## src/rtl/seg_dynamic_scan.sv

```systemverilog
// Six-digit multiplexed seven-segment driver. Each frame the input value is
// snapshotted, converted to BCD by a serial double-dabble engine, saturated,
// and loaded atomically into display registers. Digits are then scanned with
// leading-zero blanking and a leading minus sign. All outputs are registered.
module seg_dynamic_scan #(
  parameter logic [15:0] CNT_SCAN = 16'd49_999
) (
  input  logic        sys_clk,
  input  logic        sys_rst,
  input  logic [19:0] data,
  input  logic [5:0]  point,
  input  logic        sign,
  input  logic        seg_en,
  output logic [5:0]  sel,
  output logic [7:0]  seg
);

  typedef enum logic [1:0] {
    IDLE  = 2'd0,
    SHIFT = 2'd1,
    LOAD  = 2'd2
  } conv_state_t;

  // Active-low segment pattern (g..a) for one decimal digit.
  function automatic logic [6:0] seg_decode(input logic [3:0] d);
    case (d)
      4'd0:    seg_decode = 7'h40;
      4'd1:    seg_decode = 7'h79;
      4'd2:    seg_decode = 7'h24;
      4'd3:    seg_decode = 7'h30;
      4'd4:    seg_decode = 7'h19;
      4'd5:    seg_decode = 7'h12;
      4'd6:    seg_decode = 7'h02;
      4'd7:    seg_decode = 7'h78;
      4'd8:    seg_decode = 7'h00;
      4'd9:    seg_decode = 7'h10;
      default: seg_decode = 7'h7F;
    endcase
  endfunction

  // ---------------------------------------------------------------- scan
  logic [15:0] scan_cnt;
  logic [2:0]  digit_idx;
  logic        scan_wrap;
  logic        frame_start;

  assign scan_wrap   = (scan_cnt == CNT_SCAN);
  assign frame_start = scan_wrap && (digit_idx == 3'd5);

  // Dwell counter and digit index; the index advances once per dwell.
  always_ff @(posedge sys_clk or posedge sys_rst) begin
    if (sys_rst) begin
      scan_cnt  <= 16'd0;
      digit_idx <= 3'd0;
    end else if (scan_wrap) begin
      scan_cnt  <= 16'd0;
      digit_idx <= (digit_idx == 3'd5) ? 3'd0 : digit_idx + 3'd1;
    end else begin
      scan_cnt  <= scan_cnt + 16'd1;
    end
  end

  // ----------------------------------------------------------- converter
  conv_state_t state, state_next;
  logic [19:0] shift_reg;
  logic [4:0]  bit_cnt;
  logic [27:0] bcd;          // seven nibbles; the top one only feeds saturation
  logic [23:0] bcd_adj;
  logic [23:0] bcd_sat;
  logic [5:0]  snap_point;
  logic        snap_sign;

  // Converter state register.
  always_ff @(posedge sys_clk or posedge sys_rst) begin
    if (sys_rst) state <= IDLE;
    else         state <= state_next;
  end

  // Converter next-state: one frame start kicks off 20 shifts and one load.
  always_comb begin
    state_next = state;
    case (state)
      IDLE:    if (frame_start) state_next = SHIFT;
      SHIFT:   if (bit_cnt == 5'd19) state_next = LOAD;
      LOAD:    state_next = IDLE;
      default: state_next = IDLE;
    endcase
  end

  // Add-3 correction on the six low nibbles. The seventh digit never exceeds
  // 1 for a 20-bit input, so it never needs correcting.
  generate
    for (genvar gi = 0; gi < 6; gi++) begin : g_adj
      assign bcd_adj[gi*4 +: 4] = (bcd[gi*4 +: 4] >= 4'd5) ?
                                  bcd[gi*4 +: 4] + 4'd3 : bcd[gi*4 +: 4];
    end
  endgenerate

  // Snapshot on frame start, then shift one data bit into the BCD word per cycle.
  always_ff @(posedge sys_clk or posedge sys_rst) begin
    if (sys_rst) begin
      shift_reg  <= 20'd0;
      bit_cnt    <= 5'd0;
      bcd        <= 28'd0;
      snap_point <= 6'd0;
      snap_sign  <= 1'b0;
    end else begin
      case (state)
        IDLE: begin
          if (frame_start) begin
            shift_reg  <= data;
            snap_point <= point;
            snap_sign  <= sign;
            bcd        <= 28'd0;
            bit_cnt    <= 5'd0;
          end
        end
        SHIFT: begin
          bcd       <= {bcd[26:24], bcd_adj, shift_reg[19]};
          shift_reg <= {shift_reg[18:0], 1'b0};
          bit_cnt   <= bit_cnt + 5'd1;
        end
        default: ;
      endcase
    end
  end

  // Clamp to the largest value that fits, leaving room for '-' when negative.
  always_comb begin
    bcd_sat = bcd[23:0];
    if (!snap_sign && (bcd[27:24] != 4'd0))
      bcd_sat = 24'h999999;
    else if (snap_sign && ((bcd[27:24] != 4'd0) || (bcd[23:20] != 4'd0)))
      bcd_sat = 24'h099999;
  end

  // ------------------------------------------------------ display regs
  logic [23:0] disp_bcd;
  logic [5:0]  disp_point;
  logic        disp_sign;
  logic        disp_valid;

  // Atomic load of a fully converted value; nothing is shown before the first one.
  always_ff @(posedge sys_clk or posedge sys_rst) begin
    if (sys_rst) begin
      disp_bcd   <= 24'd0;
      disp_point <= 6'd0;
      disp_sign  <= 1'b0;
      disp_valid <= 1'b0;
    end else if (state == LOAD) begin
      disp_bcd   <= bcd_sat;
      disp_point <= snap_point;
      disp_sign  <= snap_sign;
      disp_valid <= 1'b1;
    end
  end

  // ---------------------------------------------------- digit decoding
  // zero_above[i]: digits i..5 are all zero and carry no decimal point.
  logic [6:1]  zero_above;
  logic [5:0]  blank;
  logic [5:0]  minus;
  logic [47:0] digit_codes;
  logic [7:0]  cur_code;

  assign zero_above[6] = 1'b1;

  generate
    for (genvar gi = 0; gi < 6; gi++) begin : g_digit
      if (gi == 0) begin : g_lsd
        assign blank[gi] = 1'b0;
        assign minus[gi] = 1'b0;
      end else begin : g_upper
        assign zero_above[gi] = zero_above[gi+1] &&
                                (disp_bcd[gi*4 +: 4] == 4'd0) && !disp_point[gi];
        assign blank[gi] = zero_above[gi];
        // Blanking is monotone, so the blank/shown boundary is the sign slot.
        assign minus[gi] = disp_sign && blank[gi] && !blank[gi-1];
      end
      assign digit_codes[gi*8 +: 8] =
        minus[gi] ? 8'hBF :
        blank[gi] ? 8'hFF :
        {~disp_point[gi], seg_decode(disp_bcd[gi*4 +: 4])};
    end
  endgenerate

  // Pick the code of the digit currently being scanned.
  always_comb begin
    cur_code = 8'hFF;
    case (digit_idx)
      3'd0:    cur_code = digit_codes[7:0];
      3'd1:    cur_code = digit_codes[15:8];
      3'd2:    cur_code = digit_codes[23:16];
      3'd3:    cur_code = digit_codes[31:24];
      3'd4:    cur_code = digit_codes[39:32];
      3'd5:    cur_code = digit_codes[47:40];
      default: cur_code = 8'hFF;
    endcase
  end

  // Output register: blank while disabled or before the first load.
  always_ff @(posedge sys_clk or posedge sys_rst) begin
    if (sys_rst) begin
      sel <= 6'b111111;
      seg <= 8'hFF;
    end else if (!seg_en || !disp_valid) begin
      sel <= 6'b111111;
      seg <= 8'hFF;
    end else begin
      sel <= ~(6'b000001 << digit_idx);
      seg <= cur_code;
    end
  end

endmodule

```

## config.mk

```make
export PLATFORM = sky130hd
export DESIGN_NAME = seg_dynamic_scan
export DESIGN_NICKNAME = d
export VERILOG_FILES = /design/src/rtl/seg_dynamic_scan.sv
export SDC_FILE = /design/constraint.sdc
export NUM_CORES = 1
export LEC_CHECK = 0
export CORE_ASPECT_RATIO = 0.7
export CORE_UTILIZATION = 40
export CTS_CLUSTER_DIAMETER = 40
export DETAILED_ROUTE_END_ITERATION = 10
export PLACE_DENSITY = 0.65
export SLEW_MARGIN = 40
export SYNTH_ARGS = -nofsm -noshare
export SYNTH_HDL_FRONTEND = slang
export SYNTH_SLANG_ARGS = --single-unit
```

## constraint.sdc

```tcl
create_clock -name sys_clk -period 5.08 [get_ports sys_clk]
set_input_delay 1.524 -clock sys_clk [delete_from_list [all_inputs] [get_ports sys_clk]]
set_output_delay 1.524 -clock sys_clk [all_outputs]
set_load 0.05 [all_outputs]
```

==> key figures <==
Worst setup path
  • CP Launch Type: flop
  • Critical-path maximum fanout: 1
  • Worst reg-to-reg path cell count: 7
  • Chain of cells forming the critical path: clkdlybuf4s50_1
  • Depth of the critical timing path with buffers and inverters included: 1
  • Worst Setup SP: seg[7]
  • CP peak stage delay: 0.79 ns
  • Kind of end point of the critical path: primary output
  • R2R Path End: seg[6]
  • Buffering stage count on the worst path with inverters included: 1
  • Critical-path cell with the highest stage delay: clkdlybuf4s50_1
  • Crit path max-delay family: buffers and inverters
  • R2R setup slack: 2.55 ns
  • Startpoint of the most critical register-to-register path: disp_bcd[21]
  • Critical path required time: 3.56 ns
  • Critical Setup Path Class: reg -> out
  • Arrival time of the worst setup path: 1.74 ns
  • Critical Path End: seg[7]

Die
  • Initial standard-cell utilization of the core: 41.6%
  • Full die area: 0.0187 sq mm
  • Top-level port count: 44
  • Core area: 0.0175 sq mm
  • Vertical die dimension: 115 um
  • Placement row count: 40
  • Die X-Extent: 163 um

Synthesis
  • Largest family of logic cells by synthesized area: simple AND/OR/NAND/NOR gates
  • Sequential share of the synthesized area: 44.0%
  • Post-synthesis share of cell area spent on and, or, nand and nor gates: 18.2%
  • Predominant post-synthesis flop cell: dfrtp_1
  • Average size of a mapped cell: 9.33 sq um
  • Synth warnings: 0
  • Register bit total from synthesis: 127
  • Gate count after technology mapping: 779
  • Number of enable-type register cells in the synthesized netlist: 0
  • Compound-Gate Fraction of Synth Area: 16.6%
  • Xor and xnor fraction of the mapped netlist area: 3.86%
  • Count of different cell masters after synthesis: 67
  • Fraction of synthesized area in multiplexers: 4.68%
  • Post-Synthesis Net Count: 853
  • Total standard cell area after synthesis: 0.00726 sq mm
  • Fraction of the mapped netlist area in adder cells: 7.58%
  • Fraction of synthesis flops using an asynchronous set or reset pin: 100%

Timing
  • Highest clock frequency the design can meet: 0.307 GHz
  • Worst rel slew slack: 47.9%
  • Unrepaired setup endpoints after global routing: no
  • Final worst setup slack: 1.82 ns
  • Setup clock skew after layout: 0.0135 ns
  • Shortest period the worst path allows: 3.26 ns
  • WHS: 0.455 ns
  • Final setup violation count: 0
  • Setup TNS Final: 0 ns
  • Actual transition at the worst max-transition pin: 0.782 ns
  • Part of the cycle the worst path needs: 64.2%
  • Final max-slew violation count: 0
  • Count of final hold-check violations: 0

Power
  • Highest ir drop seen on vdd: 216 uV
  • Static Leak: 0.00350 uW
  • Total power divided by cell area: 265 mW/mm^2
  • Total power: 2230 uW

Clocking
  • Total number of H-tree levels: 4
  • Number of buffers inserted during clock tree synthesis: 17
  • Deepest clock path buffer count: 2
  • Clock slew at reported path FFs: 0.06 ns
  • Post-CTS setup buffers: 0
  • Number of buffers added to fix hold violations after cts: 0
  • Clock net sink count: 127
  • TritonCTS clock tree: yes
  • Worst skew pair latency: 0.42 ns
  • Cell at the root of the clock tree: clkbuf_16
  • Cts repair resizes: 0

GRT
  • All-layer global routing usage: 18.5%
  • Busiest layer in global routing: met1
  • Wire length of the first global-routing pass: 26900 um
  • Largest net degree at the start of global routing: 62
  • Met3 Use GR: 5.45%
  • Met1 Use GR: 28.6%
  • Global-route track usage on met2: 25.0%
  • Vias in the first global route: 5090
  • Number of antenna violations at the first check in global routing: 0
  • Aggregate global routing overflow: 0

Route
  • Total wire length after detailed routing: 16500 um
  • Post-detailed-route via-to-cell ratio: 5.29
  • 1st-iter DRT viols: 533
  • Detailed Routing Iterations Pass 1: 5
  • Post-DR wirelength/cell: 15.8 um
  • DR DRC count: 0
  • Via count: 5540
  • Count of antenna-violating nets left after detailed routing: 0

Layout
  • Design area: 0.00840 sq mm
  • Number of flip-flops in the largest register: 28
  • Total inserted antenna cells: 0
  • Area Overhead vs Synth: 15.7%
  • Ratio of cells with drive above 1 in the final layout: 8.94%
  • Final #Nets: 878

Place
  • Pre-CTS setup slack: 1.73 ns
  • Detail Placement HPWL: 11500 um
  • Placement Cell Area: 0.00784 sq mm
  • Final weighted congestion of routability-driven global placement: 0.960
  • Number of buffer cells added on primary ports: 43

Flow run
  • Number of max-cap violations: 0

Hold path
  • Min-delay worst type: reg -> reg
  • Hold path start: disp_valid

Outcome
  • Run status: completed
-- layout by cell type (no fill, tap or decap), drive strengths merged, types with 6 or more instances in the layout --
| master | instances |
|---|---|
| clkdlybuf4s50 | 43 |
| o21ai | 76 |
| xor2 | 19 |
| mux2 | 10 |
| a22oi | 6 |
| dfstp | 14 |
| nor2 | 42 |
| nand2b | 22 |
| nand4 | 10 |
| xnor2 | 13 |
| nor3 | 17 |
| mux2i | 22 |
| nor4b | 6 |
| inv | 47 |
| dfrtp | 113 |
| nand3 | 13 |
| nand2 | 107 |
| ha | 44 |
| o22ai | 30 |
| nor2b | 10 |
| a21oi | 51 |
| clkbuf | 19 |
-- final cells by class --
cell class                 count  area, sq um
sequential                   127         3200
inverter                      41          159
timing repair buffer          48          480
fill                        1604         9060
multi-input combinational    569         3720
clock buffer                  19          433
clock inverter                13          129
tap                          231          289
-- cells in the mapped netlist (9+ instances only) --
cell	instances	area [sq um]
mux2i_1	22	220
inv_1	41	154
nand2_1	107	402
nand4_1	9	56.3
xnor2_1	13	114
dfstp_2	14	368
xor2_1	19	166
a21oi_1	51	255
dfrtp_1	113	2830
nor2b_1	10	62.6
o21ai_1	34	170
clkbuf_1	29	109
o21ai_0	42	210
ha_1	44	551
o22ai_1	30	188
nand3_1	13	65.1
nor3_1	17	85.1
nor2_1	42	158
nand2b_1	22	138
-- cell families (layout without fill, tap and decap cells) --
| logic type | Yosys count | count (layout) |
|---|---|---|
| adders and majority gates | 44 | 44 |
| xor gates and xnor gates | 32 | 32 |
| and+or+nand+nor | 258 | 258 |
| muxes | 32 | 32 |
| AOI/OAI and AO/OA | 203 | 203 |
| buffers and inverters | 83 | 121 |
| DFF | 127 | 127 |
-- how the worst min path moves through the flow --
stage / to / slack [ns] / depth (start not counted)
global route: disp_valid / 0.48 / 1
detailed placement: disp_valid / 0.44 / 1
global placement: disp_point[5] / 0.44 / 2
CTS: scan_cnt[0] / 0.46 / 1
finish: disp_valid / 0.46 / 1
floorplan: disp_valid / 0.43 / 1
-- stage by stage --
step / cells / utilization [%]
final: 1048 / 48.1
after global routing: 1048 / 48.1
after global placement: 1016 / 44.8
after floorplan: 779 / -
after detailed placement: 1016 / 44.9
after CTS: 1048 / 48.1
-- per-layer routing --
metal	wire length [um]	share of wire, %
met4	116	0.70
met5	0	0
met1	8730	53
met2	6600	40
met3	1080	6.5
-- worst register-to-register path: cells and delay by family, from the launching register on --
kind / cells / cell delay (ns)
multiplexers: 1 / 0.37
buffers and inverters: 1 / 0.15
adder cells (fa/ha/maj): 1 / 0.27
flip-flops: 1 / 0.45
AND/OR/NAND/NOR: 4 / 1.22
-- power breakdown --
part           total, uW  internal [uW]  switching (uW)  leakage (uW)
clock               1170            683             487      0.000263
sequential          1010           1010               0       0.00161
combinational       45.3           22.0            23.3       0.00162
total               2230           1720             510       0.00350
(Power assumes the default switching activity.)
==> RTL change 1: new RTL, same settings <==
Encoding of `conv_state_t`: now one-hot (3 bits for 3 states).
--- a/src/rtl/seg_dynamic_scan.sv
+++ b/src/rtl/seg_dynamic_scan.sv
@@ -15,10 +15,10 @@
   output logic [7:0]  seg
 );
 
-  typedef enum logic [1:0] {
-    IDLE  = 2'd0,
-    SHIFT = 2'd1,
-    LOAD  = 2'd2
+  typedef enum logic [2:0] {
+    IDLE  = 3'b001,
+    SHIFT = 3'b010,
+    LOAD  = 3'b100
   } conv_state_t;
 
   // Active-low segment pattern (g..a) for one decimal digit.
Formal check against the unedited RTL: no difference found for any inputs over 10 cycles, from zero or initial values and one cycle with sys_rst high; not proved beyond that.
==> RTL change 1 against the original RTL <==
Design area rose by 0.33%; non-clock buffer count rose by 1; utilization rose by 0.30 points; routed wire length rose by 0.88%; final cell count rose by 0.29%; sequential cell count rose by 1; largest power group unchanged; area after synthesis fell by 0.60%; power rose by 2.4%; die area fell by 0.60%; setup slack improved by 0.0023 ns; global-route usage rose by 0.53 points; critical endpoint is now seg[4]; critical path depth did not move.
==> RTL change 1: results (changes against the original RTL) <==
[synthesis]
synth_xor_area_share_pct = 3.760  ; -0.098 points
yosysSeqAreaShare_pct = 44.62  ; +0.63 points
synth-warning-count = 0  ; unchanged
synth_nets = 853  ; unchanged
syn_inst = 779  ; unchanged
synth_mux_area_share_pct = 4.297  ; -0.39 points
synth.distinct_cells = 58  ; -13%
synth-adder-area-share_pct = 7.624  ; +0.046 points
synth-compound-area-share_pct = 17.97  ; +1.4 points
netlist_top_cells_count = dfrtp_1, nand2_1, o21ai_0
yosys-top-cells-area = dfrtp_1, ha_1, dfstp_2
async_flop_share_pct = 100.0  ; unchanged

[grt]
antenna_found_initial = 0  ; unchanged
grt_pass1_vias = 5256  ; +3.3%
grt_first_pass_wirelength_mm = 27.83  ; +3.3%
track_usage_pct = 19.07  ; +0.53 points
grt_max_degree = 71  ; +15%

[finish]
antenna_cells = 0  ; unchanged
largest_reg_flops = 28  ; unchanged
nNetsFinal = 881  ; +0.34%
drive_above_1_share_pct = 10.00  ; +1.1 points

[timing]
max_slew_margin_pct = 51.44  ; +3.6 points
finClkSkew_ns = 0.01121  ; -0.002258 ns
whs_ns = 0.4507  ; -0.004595 ns

[route]
drt_wl_total_mm = 16.67  ; +0.88%
drtPass1Iterations = 5  ; unchanged
post_drt_via_cell_ratio = 5.414  ; +2.4%
vias = 5690  ; +2.7%
drt_iter0_markers = 586  ; +9.9%

[outcome]
status = completed

[cts]
clock_latency_ns = 0.41
clk_path_buf_depth = 2  ; unchanged
h-tree-depth = 4  ; unchanged
clkTransAtPathRegs_ns = 0.06  ; about the same
postCtsResizedCells = 0  ; unchanged
numCtsBuffers = 17  ; unchanged
post_cts_buffers = 0  ; unchanged
root_buffer = clkbuf_16

[setup_path]
critPathMaxFanout = 1  ; unchanged
path_delay_family = buffers and inverters
crit_slowest_cell = clkdlybuf4s50_1
worst_path_largest_cell_delay_ns = 0.80
r2r_setup_slack_ns = 1.93  ; -0.62 ns
crit_arrival_ns = 1.73

[placement]
place_inst = 1018  ; +0.20%
dp_hpwl_mm = 11.63  ; +1.0%
port-buffer-count = 43  ; unchanged
routabilityCongestion = 0.9328  ; -2.8%

[pwr]
ir_worst_vdd_mv = 0.2132  ; -1.4%
p_leak_nw = 3.472  ; -0.68%
switchingPower_uw = 540.0  ; +5.8%

[worst_hold_path]
hp-class = register to register

RTL change 1: changes by cell type after synthesis, sizes merged, moves of 4 or more:
cell	delta
a32o	+6
and3	-5
buf	-4
inv	+4
nand2	-12
nand3	-4
nor2	+9
o21ai	+5
o31ai	+6
xnor2	+7
xor2	-8
RTL change 1: cell type report:
class	instances	area, um^2
Inverter	45	173.9
Tap cell	231	289.0
Clock buffer	17	425.4
Clock inverter	15	162.7
Sequential cell	128	3222
Multi-Input combinational cell	566	3681
Fill cell	1643	8987
Timing Repair Buffer	49	475.5
RTL change 1: routing by layer:
metal / share of wire [%] / GRT usage [%]
met5: 0 / 0
met2: 40 / 25.47
met4: 0.66 / 4.050
met3: 6.4 / 4.926
met1: 53 / 30.16
RTL change 1: final timing paths:
path / endpoint / depth (start not counted) / start
setup / recovery: seg[4] / 1 / seg[4]
hold / removal: scan_cnt[0] / 1 / scan_cnt[0]
setup reg to reg: shift_reg[4] / 7 / scan_cnt[4]
hold reg to reg: scan_cnt[0] / 1 / scan_cnt[0]
max in group asynchronous: state[0] / 3 / sys_rst
min in group asynchronous: snap_point[1] / 2 / sys_rst
RTL change 1: power groups by stage:
stage / Clock, mW / Sequential, mW / Combinational, mW
CTS: 1.24 / 1.02 / 0.0467
global route: 1.28 / 1.02 / 0.0505
finish: 1.22 / 1.02 / 0.0447
global placement: 0 / 1.04 / 0.0466
detailed placement: 0 / 1.04 / 0.0467
floorplan: 0 / 1.04 / 0.0151
RTL change 1: per-stage QoR:
step | area (um^2) | power, mW | setup WS [ns]
after detailed placement | 7819 | 1.085 | 1.625
after global placement | 7804 | 1.085 | 1.721
after global routing | 8429 | 2.355 | 1.754
after CTS | 8407 | 2.307 | 1.613
final | 8429 | 2.281 | 1.822
after floorplan | 7221 | 1.054 | 0.1682
==> RTL change 2: new RTL, same settings <==
Without the edit above. Set the parameter `CNT_SCAN` to 16'd37499 (it was 16'd49_999).
--- a/src/rtl/seg_dynamic_scan.sv
+++ b/src/rtl/seg_dynamic_scan.sv
@@ -3,7 +3,7 @@
 // and loaded atomically into display registers. Digits are then scanned with
 // leading-zero blanking and a leading minus sign. All outputs are registered.
 module seg_dynamic_scan #(
-  parameter logic [15:0] CNT_SCAN = 16'd49_999
+  parameter logic [15:0] CNT_SCAN = 16'd37499
 ) (
   input  logic        sys_clk,
   input  logic        sys_rst,
Check against the original RTL: no difference found for any inputs over 10 cycles, from zero or initial values and one cycle with sys_rst high; that may be too few to reach the edited logic, so the function may still have changed.
==> RTL change 2 against the original RTL <==
Largest cell class unchanged; maximum frequency decreased by 0.15%; routed wire length decreased by 0.18%; via count increased by 4.4%; area after synthesis decreased by 1.8%; design area increased by 1.0%; setup slack got worse by 0.0048 ns; power increased by 11%; critical path depth unchanged; critical endpoint is now seg[6]; sequential cell count unchanged.
==> RTL change 2: results (changes against the original RTL) <==
[pwr]
switchingPower_uw = 508.5  ; -0.38%
p_leak_nw = 3.599  ; +3.0%
p_seq_share_pct = 41.0  ; -4.4 points
clk-power_mw = 1.42  ; +21%

[synthesis]
synth.distinct_cells = 54  ; -19%
synth_nets = 892  ; +4.6%
yosys-top-cells-area = dfrtp_1, ha_1, nand2_1
netlist_top_cells_count = nand2_1, dfrtp_1, nor2_1

[grt]
grt_max_degree = 88  ; +42%
grt_pass1_vias = 5312  ; +4.4%
grt_util_met3_pct = 4.909  ; -0.54 points
grt_use_met1_pct = 30.01  ; +1.4 points
grt_use_met2_pct = 25.98  ; +0.98 points

[route]
vias = 5784  ; +4.4%
wl_met3_um = 865  ; -20%
drt_iter0_markers = 504  ; -5.4%

[placement]
routabilityCongestion = 0.9121  ; -4.9%
place_area_um2 = 7771  ; -0.85%

[outcome]
status = completed

[worst_hold_path]
min-delay-start = scan_cnt[0]
min_to = scan_cnt[0]

[setup_path]
cp-endpoint = seg[6]
startpoint = seg[6]
r2r_setup_slack_ns = 2.50  ; -0.05 ns

[timing]
finClkSkew_ns = 0.01137  ; -0.002096 ns
max_slew_margin_pct = 42.79  ; -5.1 points

[finish]
fillers = 1633  ; +1.8%
nNetsFinal = 917  ; +4.4%

[RTL change 2: logic make-up (layout without fill, tap and decap cells)]
group / Yosys count / in the layout / share of synthesized area (%)
compound gates: 205 / 205 / 16.99
xor+xnor: 29 / 29 / 3.559
fa+ha+maj: 44 / 44 / 7.714
buf+inv: 82 / 120 / 4.470
flops: 127 / 127 / 44.78
mux: 5 / 5 / 0.7363
simple gates: 326 / 326 / 21.76
[RTL change 2: stage by stage]
stage	hold WS, ns	cells	setup WS (ns)
floorplan	0.4252	818	0.1949
global route	0.4824	1087	1.775
detailed placement	0.4505	1054	1.932
finish	0.4615	1087	1.815
global placement	0.4435	1054	1.985
CTS	0.4648	1086	1.792
[RTL change 2: area by class of cell]
cell class                      count  area [um^2]  area share, %
Clock inverter                     15        256.5          3.021
Timing Repair Buffer               50        508.0          5.984
Inverter                           38        147.6          1.739
Tap cell                          231        289.0          3.405
Multi-Input combinational cell    609         3667          43.20
Clock buffer                       17        425.4          5.011
Sequential cell                   127         3196          37.64
